===== src/rtl/dsp_seq_pkg.sv =====
// Shared constants, FSM states and pipeline tag type for the DSP48A1 MAC sequencer.
package dsp_seq_pkg;

    localparam logic [7:0] OPMODE_FIRST = 8'h01;
    localparam logic [7:0] OPMODE_ACC   = 8'h09;
    localparam logic [7:0] OPMODE_IDLE  = 8'h00;

    typedef enum logic [1:0] {
        IDLE,
        ISSUE,
        DRAIN,
        RESULT
    } state_t;

    typedef struct packed {
        logic live;
        logic first;
        logic last;
    } tag_t;

    localparam tag_t TAG_NONE = '{live: 1'b0, first: 1'b0, last: 1'b0};

    // The first product of a job must ignore whatever P still holds from before.
    function automatic logic [7:0] tag_opmode(input tag_t t);
        logic [7:0] mode;
        mode = OPMODE_IDLE;
        if (t.live) begin
            mode = t.first ? OPMODE_FIRST : OPMODE_ACC;
        end
        return mode;
    endfunction

endpackage


===== src/rtl/dsp_tag_pipe.sv =====
// Tag delay line that shadows the slice's A/B/M pipeline; position 0 is the incoming tag.
module dsp_tag_pipe
    import dsp_seq_pkg::*;
#(
    parameter int DEPTH   = 2,
    parameter int OPM_TAP = 1
) (
    input  logic clk,
    input  logic rst_n,
    input  tag_t tag_in,
    output tag_t p_tag,
    output tag_t opm_tag
);

    generate
        if (DEPTH == 0) begin : g_comb
            logic unused_clk_rst;
            assign unused_clk_rst = clk ^ rst_n;
            assign p_tag          = tag_in;
            assign opm_tag        = tag_in;
        end else begin : g_reg
            // sr[k] holds the tag pushed k+1 cycles ago
            tag_t sr [DEPTH];

            always_ff @(posedge clk) begin
                if (!rst_n) begin
                    for (int k = 0; k < DEPTH; k++) begin
                        sr[k] <= TAG_NONE;
                    end
                end else begin
                    sr[0] <= tag_in;
                    for (int k = 1; k < DEPTH; k++) begin
                        sr[k] <= sr[k-1];
                    end
                end
            end

            assign p_tag = sr[DEPTH-1];

            if (OPM_TAP == 0) begin : g_opm_comb
                assign opm_tag = tag_in;
            end else begin : g_opm_reg
                assign opm_tag = sr[OPM_TAP-1];
            end
        end
    endgenerate

endmodule


===== src/rtl/dsp_mac_sequencer.sv =====
// Job-level controller running one DSP48A1 slice as a dot-product MAC engine.
// Each accepted pair carries a tag down a delay line so OPMODE and CEP meet the product.
module dsp_mac_sequencer
    import dsp_seq_pkg::*;
#(
    parameter int PIPE_IN   = 1,
    parameter int MREG      = 1,
    parameter int OPMODEREG = 1,
    parameter int LEN_W     = 8
) (
    input  logic             clk,
    input  logic             rst_n,
    input  logic             cmd_valid,
    output logic             cmd_ready,
    input  logic [LEN_W-1:0] cmd_len,
    input  logic             op_valid,
    output logic             op_ready,
    input  logic [17:0]      op_a,
    input  logic [17:0]      op_b,
    output logic [17:0]      dsp_a,
    output logic [17:0]      dsp_b,
    output logic             dsp_cea,
    output logic             dsp_ceb,
    output logic             dsp_cem,
    output logic             dsp_ceopmode,
    output logic             dsp_cep,
    output logic [7:0]       dsp_opmode,
    input  logic [47:0]      dsp_p,
    output logic             res_valid,
    input  logic             res_ready,
    output logic [47:0]      res_data
);

    localparam int D       = PIPE_IN + MREG;
    localparam int OPM_TAP = D - OPMODEREG;

    state_t           state;
    logic [LEN_W-1:0] cnt;
    logic [LEN_W-1:0] len_q;
    logic             ce_on;
    logic             cap_pending;
    logic             op_fire;
    tag_t             tag_in;
    tag_t             p_tag;
    tag_t             opm_tag;
    logic             unused_tag_bits;

    assign op_fire = op_valid && op_ready;

    // Cycles without an accepted pair push a dead tag so bubbles stay aligned.
    always_comb begin
        tag_in = TAG_NONE;
        if (op_fire) begin
            tag_in.live  = 1'b1;
            tag_in.first = (cnt == len_q);
            tag_in.last  = (cnt == LEN_W'(1));
        end
    end

    dsp_tag_pipe #(
        .DEPTH   (D),
        .OPM_TAP (OPM_TAP)
    ) u_tag_pipe (
        .clk     (clk),
        .rst_n   (rst_n),
        .tag_in  (tag_in),
        .p_tag   (p_tag),
        .opm_tag (opm_tag)
    );

    assign dsp_a           = op_a;
    assign dsp_b           = op_b;
    assign dsp_cea         = ce_on;
    assign dsp_ceb         = ce_on;
    assign dsp_cem         = ce_on;
    assign dsp_ceopmode    = ce_on;
    assign dsp_cep         = p_tag.live;
    assign dsp_opmode      = tag_opmode(opm_tag);
    assign unused_tag_bits = p_tag.first ^ opm_tag.last;

    // cap_pending marks the cycle after the last product entered P, when P is final.
    always_ff @(posedge clk) begin
        if (!rst_n) begin
            state       <= IDLE;
            cmd_ready   <= 1'b0;
            op_ready    <= 1'b0;
            res_valid   <= 1'b0;
            res_data    <= '0;
            cnt         <= '0;
            len_q       <= '0;
            cap_pending <= 1'b0;
            ce_on       <= 1'b0;
        end else begin
            ce_on       <= 1'b1;
            cap_pending <= p_tag.live && p_tag.last;
            case (state)
                IDLE: begin
                    cmd_ready <= 1'b1;
                    if (cmd_valid && cmd_ready) begin
                        cmd_ready <= 1'b0;
                        cnt       <= cmd_len;
                        len_q     <= cmd_len;
                        if (cmd_len == '0) begin
                            res_data  <= '0;
                            res_valid <= 1'b1;
                            state     <= RESULT;
                        end else begin
                            op_ready <= 1'b1;
                            state    <= ISSUE;
                        end
                    end
                end
                ISSUE: begin
                    if (op_fire) begin
                        cnt <= cnt - 1'b1;
                        if (cnt == LEN_W'(1)) begin
                            op_ready <= 1'b0;
                            state    <= DRAIN;
                        end
                    end
                end
                DRAIN: begin
                    if (cap_pending) begin
                        res_data  <= dsp_p;
                        res_valid <= 1'b1;
                        state     <= RESULT;
                    end
                end
                RESULT: begin
                    if (res_ready) begin
                        res_valid <= 1'b0;
                        cmd_ready <= 1'b1;
                        state     <= IDLE;
                    end
                end
                default: begin
                    state <= IDLE;
                end
            endcase
        end
    end

endmodule

===== config.mk =====
export PLATFORM = sky130hd
export DESIGN_NAME = dsp_mac_sequencer
export DESIGN_NICKNAME = d
export VERILOG_FILES = /design/src/rtl/dsp_seq_pkg.sv /design/src/rtl/dsp_tag_pipe.sv /design/src/rtl/dsp_mac_sequencer.sv
export SDC_FILE = /design/constraint.sdc
export NUM_CORES = 1
export LEC_CHECK = 0
export ABC_AREA = 1
export CAP_MARGIN = 20
export CORE_ASPECT_RATIO = 1.75
export CORE_UTILIZATION = 45
export DETAILED_ROUTE_END_ITERATION = 7
export PLACE_DENSITY_LB_ADDON = 0.08
export SLEW_MARGIN = 20
export SYNTH_ARGS = -nofsm -noshare
export SYNTH_HDL_FRONTEND = slang
export SYNTH_SLANG_ARGS = --single-unit

===== constraint.sdc =====
create_clock -name clk -period 3.2 [get_ports clk]
set_clock_uncertainty 0.05 [all_clocks]
set_input_delay 0.32 -clock clk [delete_from_list [all_inputs] [get_ports clk]]
set_output_delay 0.32 -clock clk [all_outputs]
set_load 0.02 [all_outputs]

* Word level (Yosys, flattened, before mapping)
Memory sizes are Yosys's and may differ from the RTL's. Cells that the tools add are included.
Word-level totals: word-level logic and storage cells 75, RAM bits 6, output and inout port bits 100, bits of input ports 97, memories 1, register bits after elaboration 71
Cells by class: reductions and logical operators 16, bitwise operators 2, multiplexer cells 34, eq/ne operators 12, add/subtract/negate cells 1
Memory list:
- u_tag_pipe.g_reg.sr | depth 2, bits a word 3, rd ports 2, clocked after memory_dff 0, write ports 2, RTL line dsp_tag_pipe.sv:23 | tag_t sr [DEPTH];
Operators with widths (count):
- two-way mux 48 bit | 3
- case mux 48 bit (2 select lines) | 1
- two-way mux 8 bit | 2
- case mux 8 bit (2 select lines) | 1
- AND reduction 5 bit | 3
- inequality test 2 bit (second input constant) | 7
- two-way mux 1 bit | 12
- two-way mux 2 bit | 6
- two-way mux 3 bit | 3
- equality test 8 x 1 -> 1 bit (second input constant) | 1
- equality test 8 bit | 1
- logical NOT 8 bit | 1
- two-way mux 4 bit | 2
- case mux 2 bit (4 select lines) | 1
- subtractor 8 x 1 -> 8 bit (second input constant) | 1
- nonzero test 2 bit | 3
- equality test 2 bit (second input constant) | 2
- case mux 1 bit (2 select lines) | 2
- AND reduction 2 bit | 2
- AND reduction 4 bit | 1
- logical AND 1 bit | 3
- case mux 1 bit (3 select lines) | 1
- AND reduction 3 bit | 1
- nonzero test 3 bit | 1
- 3 further kinds | 4

* Logic depth before layout (Yosys ltp)
depth in word-level cells 4, mapped depth 12, gate-level depth less buffers 10

* Hierarchy
Synthesis repeated with hierarchy kept, for this count alone.
Unflattened totals: cells, all modules 601, area, all modules 4184.0 µm²
Modules (own cells, without submodules):
- dsp_mac_sequencer | seq. area each 1421.4 µm², cells each 583, area each 4018.9 µm², times used 1
- dsp_tag_pipe | seq. area each 120.1 µm², cells each 18, area each 165.2 µm², times used 1

* Least setup slack after synthesis
No wires, ideal clock.
path type register to register, start point register state[0], end point register res_data[15], period minus slack after synthesis 1.579 ns, library setup time 0.068 ns, cell stages (with the launch flop) 13, setup slack 1.621 ns, required time 3.082 ns, arrival time 1.462 ns, path buffers 3, cell sequence dfxtp_1 -> inv_1 -> ha_1 -> buf_6 -> nand2_4 -> nor2_4 -> nand2_2 -> nand2_4 -> nand2_2 -> buf_6 -> buf_6 -> nand2_1 -> a21oi_2
Between the ends: word-level cells in the longest chain between the ends 3, elaborated cells between the ends (all ways) 8, classes of those cells eq/ne (4); mux (1); reduce/logical (3)
RTL lines:
- from (decl) | RTL line dsp_mac_sequencer.sv:37 | state_t state;
- from (signal assigned) | RTL line dsp_mac_sequencer.sv:84 | state <= IDLE;
- from (signal assigned) | RTL line dsp_mac_sequencer.sv:106 | state <= RESULT;
- from (signal assigned) | RTL line dsp_mac_sequencer.sv:109 | state <= ISSUE;
- equality test 2 bit or logical NOT 2 bit (tied branches) | RTL line dsp_mac_sequencer.sv:96 | case (state)
- inequality test 2 bit (no line) or nonzero test 2 bit (tied branches)
- AND reduction 4 bit (no line)
- to (signal assigned) | RTL line dsp_mac_sequencer.sv:124 | res_data <= dsp_p;
- to (decl) | RTL line dsp_mac_sequencer.sv:31 | output logic [47:0] res_data
Parallel ways exist; a longest one is shown, timed or not. A chain may end at the register's enable or synchronous reset.

* Final worst setup path
start point register state[1], end point register cnt[7]
Between the ends: word-level cells in the longest chain between the ends 3, elaborated cells between the ends (all ways) 7, classes of those cells eq/ne (3); mux (1); reduce/logical (3)
RTL lines:
- equality test 2 x 1 -> 1 bit or logical NOT 2 bit (tied branches) | RTL line dsp_mac_sequencer.sv:96
- inequality test 2 bit (no line) or nonzero test 2 bit (tied branches)
- AND reduction 3 bit (no line)
- to (signal assigned) | RTL line dsp_mac_sequencer.sv:101 | cnt <= cmd_len;
- to (signal assigned) | RTL line dsp_mac_sequencer.sv:115 | cnt <= cnt - 1'b1;
- to (decl) | RTL line dsp_mac_sequencer.sv:38 | logic [LEN_W-1:0] cnt;
Parallel ways exist; a longest one is shown, timed or not.

==> run summary <==
instance area at placement = 0.00499 mm^2
Pleak = 0.00231 uW
Post-Synthesis Cells = 594
number of global-route vias before repair = 3569
warnings from Yosys = 0
wire length reported by the detailed router = 11000 um
complex-gate fraction of the synthesized area = 0.130
post-synthesis share of cell area spent on xor and xnor gates = 0.00424
power density over cell area = 639 mW/mm^2
synth top area cells = sky130_fd_sc_hd__dfxtp_1, sky130_fd_sc_hd__nand2_1, sky130_fd_sc_hd__buf_4, sky130_fd_sc_hd__a21oi_1, sky130_fd_sc_hd__inv_1
final critical-path required period = 2240 ps
Post-synth EDFFs = 0
# rows = 45
power dissipated by switching net loads = 1260 uW
switching portion of total power = 0.371
top cell type's share of synthesized area = 0.368
hold buffer count at CTS = 0
total iterations of the first detailed-routing run = 5
cell area after technology mapping = 0.00413 mm^2
Ant. Diodes = 0
peak clock frequency supported by timing = 446 MHz
Reg power frac = 0.333
clock-pin slew on the worst setup and hold paths = 60 ps
CP Capture Type = register
HPWL Detailed = 7800 um
Crit Path Max Fanout = 12
Worst EP required = 3340 ps
data arrival time of the critical path = 2380 ps
number of vias per cell = 4.96
number of buffers created by CTS = 9
CTS root buf = sky130_fd_sc_hd__clkbuf_16
commonest cells in the netlist = sky130_fd_sc_hd__nand2_1, sky130_fd_sc_hd__inv_1, sky130_fd_sc_hd__dfxtp_1
post-synthesis mux area share = 0
Synth async-reset ratio = 0
wire length of the first global-routing pass = 16900 um
die outline area = 0.00959 mm^2
library cell with the highest instance count after synthesis = sky130_fd_sc_hd__nand2_1
post-CTS resize count = 0
fraction of layout cells with a size suffix above 1 = 0.0832
gr ovfl total = 0
startpoint types = register
Seq cells post-synth = 76
largest family of logic cells by synthesized area = simple AND/OR/NAND/NOR gates
routed wire length per instance = 14.2 um
share of synthesized area occupied by flip-flops and latches = 0.368
Min-Delay Path Class = register to register
number of ports placed on the die boundary = 197
number of buffers on the longest clock path = 2
worst setup path category = register to register
final cycle utilization of the critical path = 0.701
Post-Synthesis Mean Instance Area = 6.96 um^2
setup repair after global routing missed its margin = false
post-synthesis to final-layout area growth = 28.6%
CTS H-tree depth = 3
flip-flop cell with the highest count after synthesis = sky130_fd_sc_hd__dfxtp_1
CTS tree = yes
transition time at the pin with the least slew margin = 708 ps
effective utilization at floorplan = 0.471
maximum vdd ir drop = 362 uV
clock insertion delay at the later pin of the skew report = 340 ps
total number of vias = 3858
adder and majority gate portion of the synthesized area = 0.0182
fraction of power consumed by combinational cells = 0.341
Unique masters post-synth = 32
setup bufs post-CTS = 0
final number of max-transition violations = 0
number of hold-slack violations in the final timing report = 0
Clk pwr share = 0.326
cell accounting for the most synthesized area = sky130_fd_sc_hd__dfxtp_1
setup violation total in the final timing report = 0
cell area after layout = 0.00532 mm^2
NumNets Final = 760
count of input and output buffers = 118
pin count of the biggest net entering global routing = 58
outcome = finished clean
Die Height = 129 um
simple-gate share of the synthesized area = 0.270
max-cap check violation count = 0
sinks on the clock net = 76
Die W = 74.4 um
internal power summed over all cells = 2140 uW
routability cong. = 0.923
antenna violations before repair = 0
Global Route Usage Sum = 0.235
Iteration-0 DRC Markers = 170
placeable core region = 0.00878 mm^2
DRC = 0
final sum of negative setup slack = 0 ps
Relative slew margins = 0.528
post-detailed-route count of antenna-violating nets = 0
-- final timing paths --
| check | start | end | slack [ps] | cells past startpoint |
|---|---|---|---|---|
| worst max-delay path | state[1]$_SDFFE_PN0P_ | cnt[7]$_SDFFE_PN0P_ | 960 | 9 |
| worst min-delay path | u_tag_pipe.g_reg.sr[0][0]$_SDFF_PN0_ | u_tag_pipe.g_reg.sr[0][3]$_SDFF_PN0_ | 360 | 2 |
| worst max register to register | state[1]$_SDFFE_PN0P_ | cnt[7]$_SDFFE_PN0P_ | 960 | 9 |
| worst min register to register | u_tag_pipe.g_reg.sr[0][0]$_SDFF_PN0_ | u_tag_pipe.g_reg.sr[0][3]$_SDFF_PN0_ | 360 | 2 |
-- flip-flops by register name, summed over array words and instances, names as in the netlist --
signal / cells
op_ready: 1
dsp_cea: 1
cnt: 8
cap_pending: 1
len_q: 8
res_data: 48
u_tag_pipe.g_reg.sr: 5
cmd_ready: 1
res_valid: 1
state: 2
-- power by group through the flow --
stage	combinational [uW]	sequential, uW	clock (uW)
global placement	1150	1150	0
CTS	1160	1130	1130
detailed placement	1150	1150	0
finish	1160	1130	1110
floorplan	928	1140	0
global route	1290	1140	1160
-- layout by cell type, fill, tap and decap left out --
cell                              synthesis  routed
sky130_fd_sc_hd__dfxtp_1                 76      76
sky130_fd_sc_hd__o211ai_1                 1       1
sky130_fd_sc_hd__o21ai_0                 17      17
sky130_fd_sc_hd__o2111ai_1                1       1
sky130_fd_sc_hd__ha_2                     0       1
sky130_fd_sc_hd__nor3_1                   3       3
sky130_fd_sc_hd__xor2_1                   1       1
sky130_fd_sc_hd__conb_1                   1       6
sky130_fd_sc_hd__nor2_1                  30      30
sky130_fd_sc_hd__nand2_2                  3       3
sky130_fd_sc_hd__nor2_2                   1       1
sky130_fd_sc_hd__nand3b_1                 1       1
sky130_fd_sc_hd__inv_2                    3       4
sky130_fd_sc_hd__o22ai_1                  5       5
sky130_fd_sc_hd__clkdlybuf4s50_1          0     118
sky130_fd_sc_hd__nand3_2                 10      10
sky130_fd_sc_hd__a21oi_1                 62      62
sky130_fd_sc_hd__inv_1                   82      81
sky130_fd_sc_hd__bufinv_16                0       2
sky130_fd_sc_hd__nand2_4                  2       2
sky130_fd_sc_hd__clkbuf_16                0       9
sky130_fd_sc_hd__nand4_1                  4       4
sky130_fd_sc_hd__nand2_1                146     146
sky130_fd_sc_hd__xnor2_1                  1       1
sky130_fd_sc_hd__o31ai_1                  1       1
sky130_fd_sc_hd__a21oi_2                 10      10
sky130_fd_sc_hd__clkinv_2                 0       1
sky130_fd_sc_hd__nor2_4                   2       2
sky130_fd_sc_hd__clkinvlp_4               0       1
sky130_fd_sc_hd__nor4_1                   1       1
sky130_fd_sc_hd__nand3_1                 46      46
sky130_fd_sc_hd__clkbuf_8                 0       2
sky130_fd_sc_hd__buf_4                   48       7
sky130_fd_sc_hd__ha_1                     6       5
-- layout make-up --
| type | count | area [um^2] |
|---|---|---|
| Fill cell | 866 | 3470 |
| Clock buffer | 11 | 253 |
| Inverter | 85 | 319 |
| Sequential cell | 76 | 1520 |
| Multi-Input combinational cell | 360 | 1770 |
| Tap cell | 117 | 146 |
| Clock inverter | 4 | 72.6 |
| Timing Repair Buffer | 125 | 1230 |
-- cell families (layout without fill, tap and decap cells) --
group           count (synthesis)  in the layout
buf+inv                       163            225
simple gates                  249            249
xor+xnor                        2              2
other cells                     1              6
fa+ha+maj                       6              6
flops                          76             76
compound gates                 97             97
-- layer usage --
layer / share of wire / GRT usage
met5: 0 / 0
met4: 0.035 / 0.138
met3: 0.059 / 0.0595
met2: 0.53 / 0.414
met1: 0.38 / 0.242
-- worst max-delay path, cell delays in order, from the launching register on --
cell                      delay, ps
sky130_fd_sc_hd__dfxtp_1        330
sky130_fd_sc_hd__inv_1          100
sky130_fd_sc_hd__ha_1           460
sky130_fd_sc_hd__inv_1          310
sky130_fd_sc_hd__a21oi_1        370
sky130_fd_sc_hd__nor2_4         130
sky130_fd_sc_hd__inv_2          160
sky130_fd_sc_hd__nor2_1          70
sky130_fd_sc_hd__nand2_1         70
sky130_fd_sc_hd__a21oi_1         50
-- metrics by stage --
stage | setup slack (ps) | total power [uW] | utilization | std cells | hold slack (ps)
final | 958 | 3400 | 0.605 | 778 | 363
after global routing | 771 | 3600 | 0.605 | 778 | 393
after CTS | 961 | 3410 | 0.605 | 778 | 370
after detailed placement | 904 | 2300 | 0.568 | 763 | 354
after global placement | 935 | 2300 | 0.568 | 763 | 348
after floorplan | 1620 | 2070 | - | 599 | 298
No activity file was read; power rests on OpenSTA's default activity.
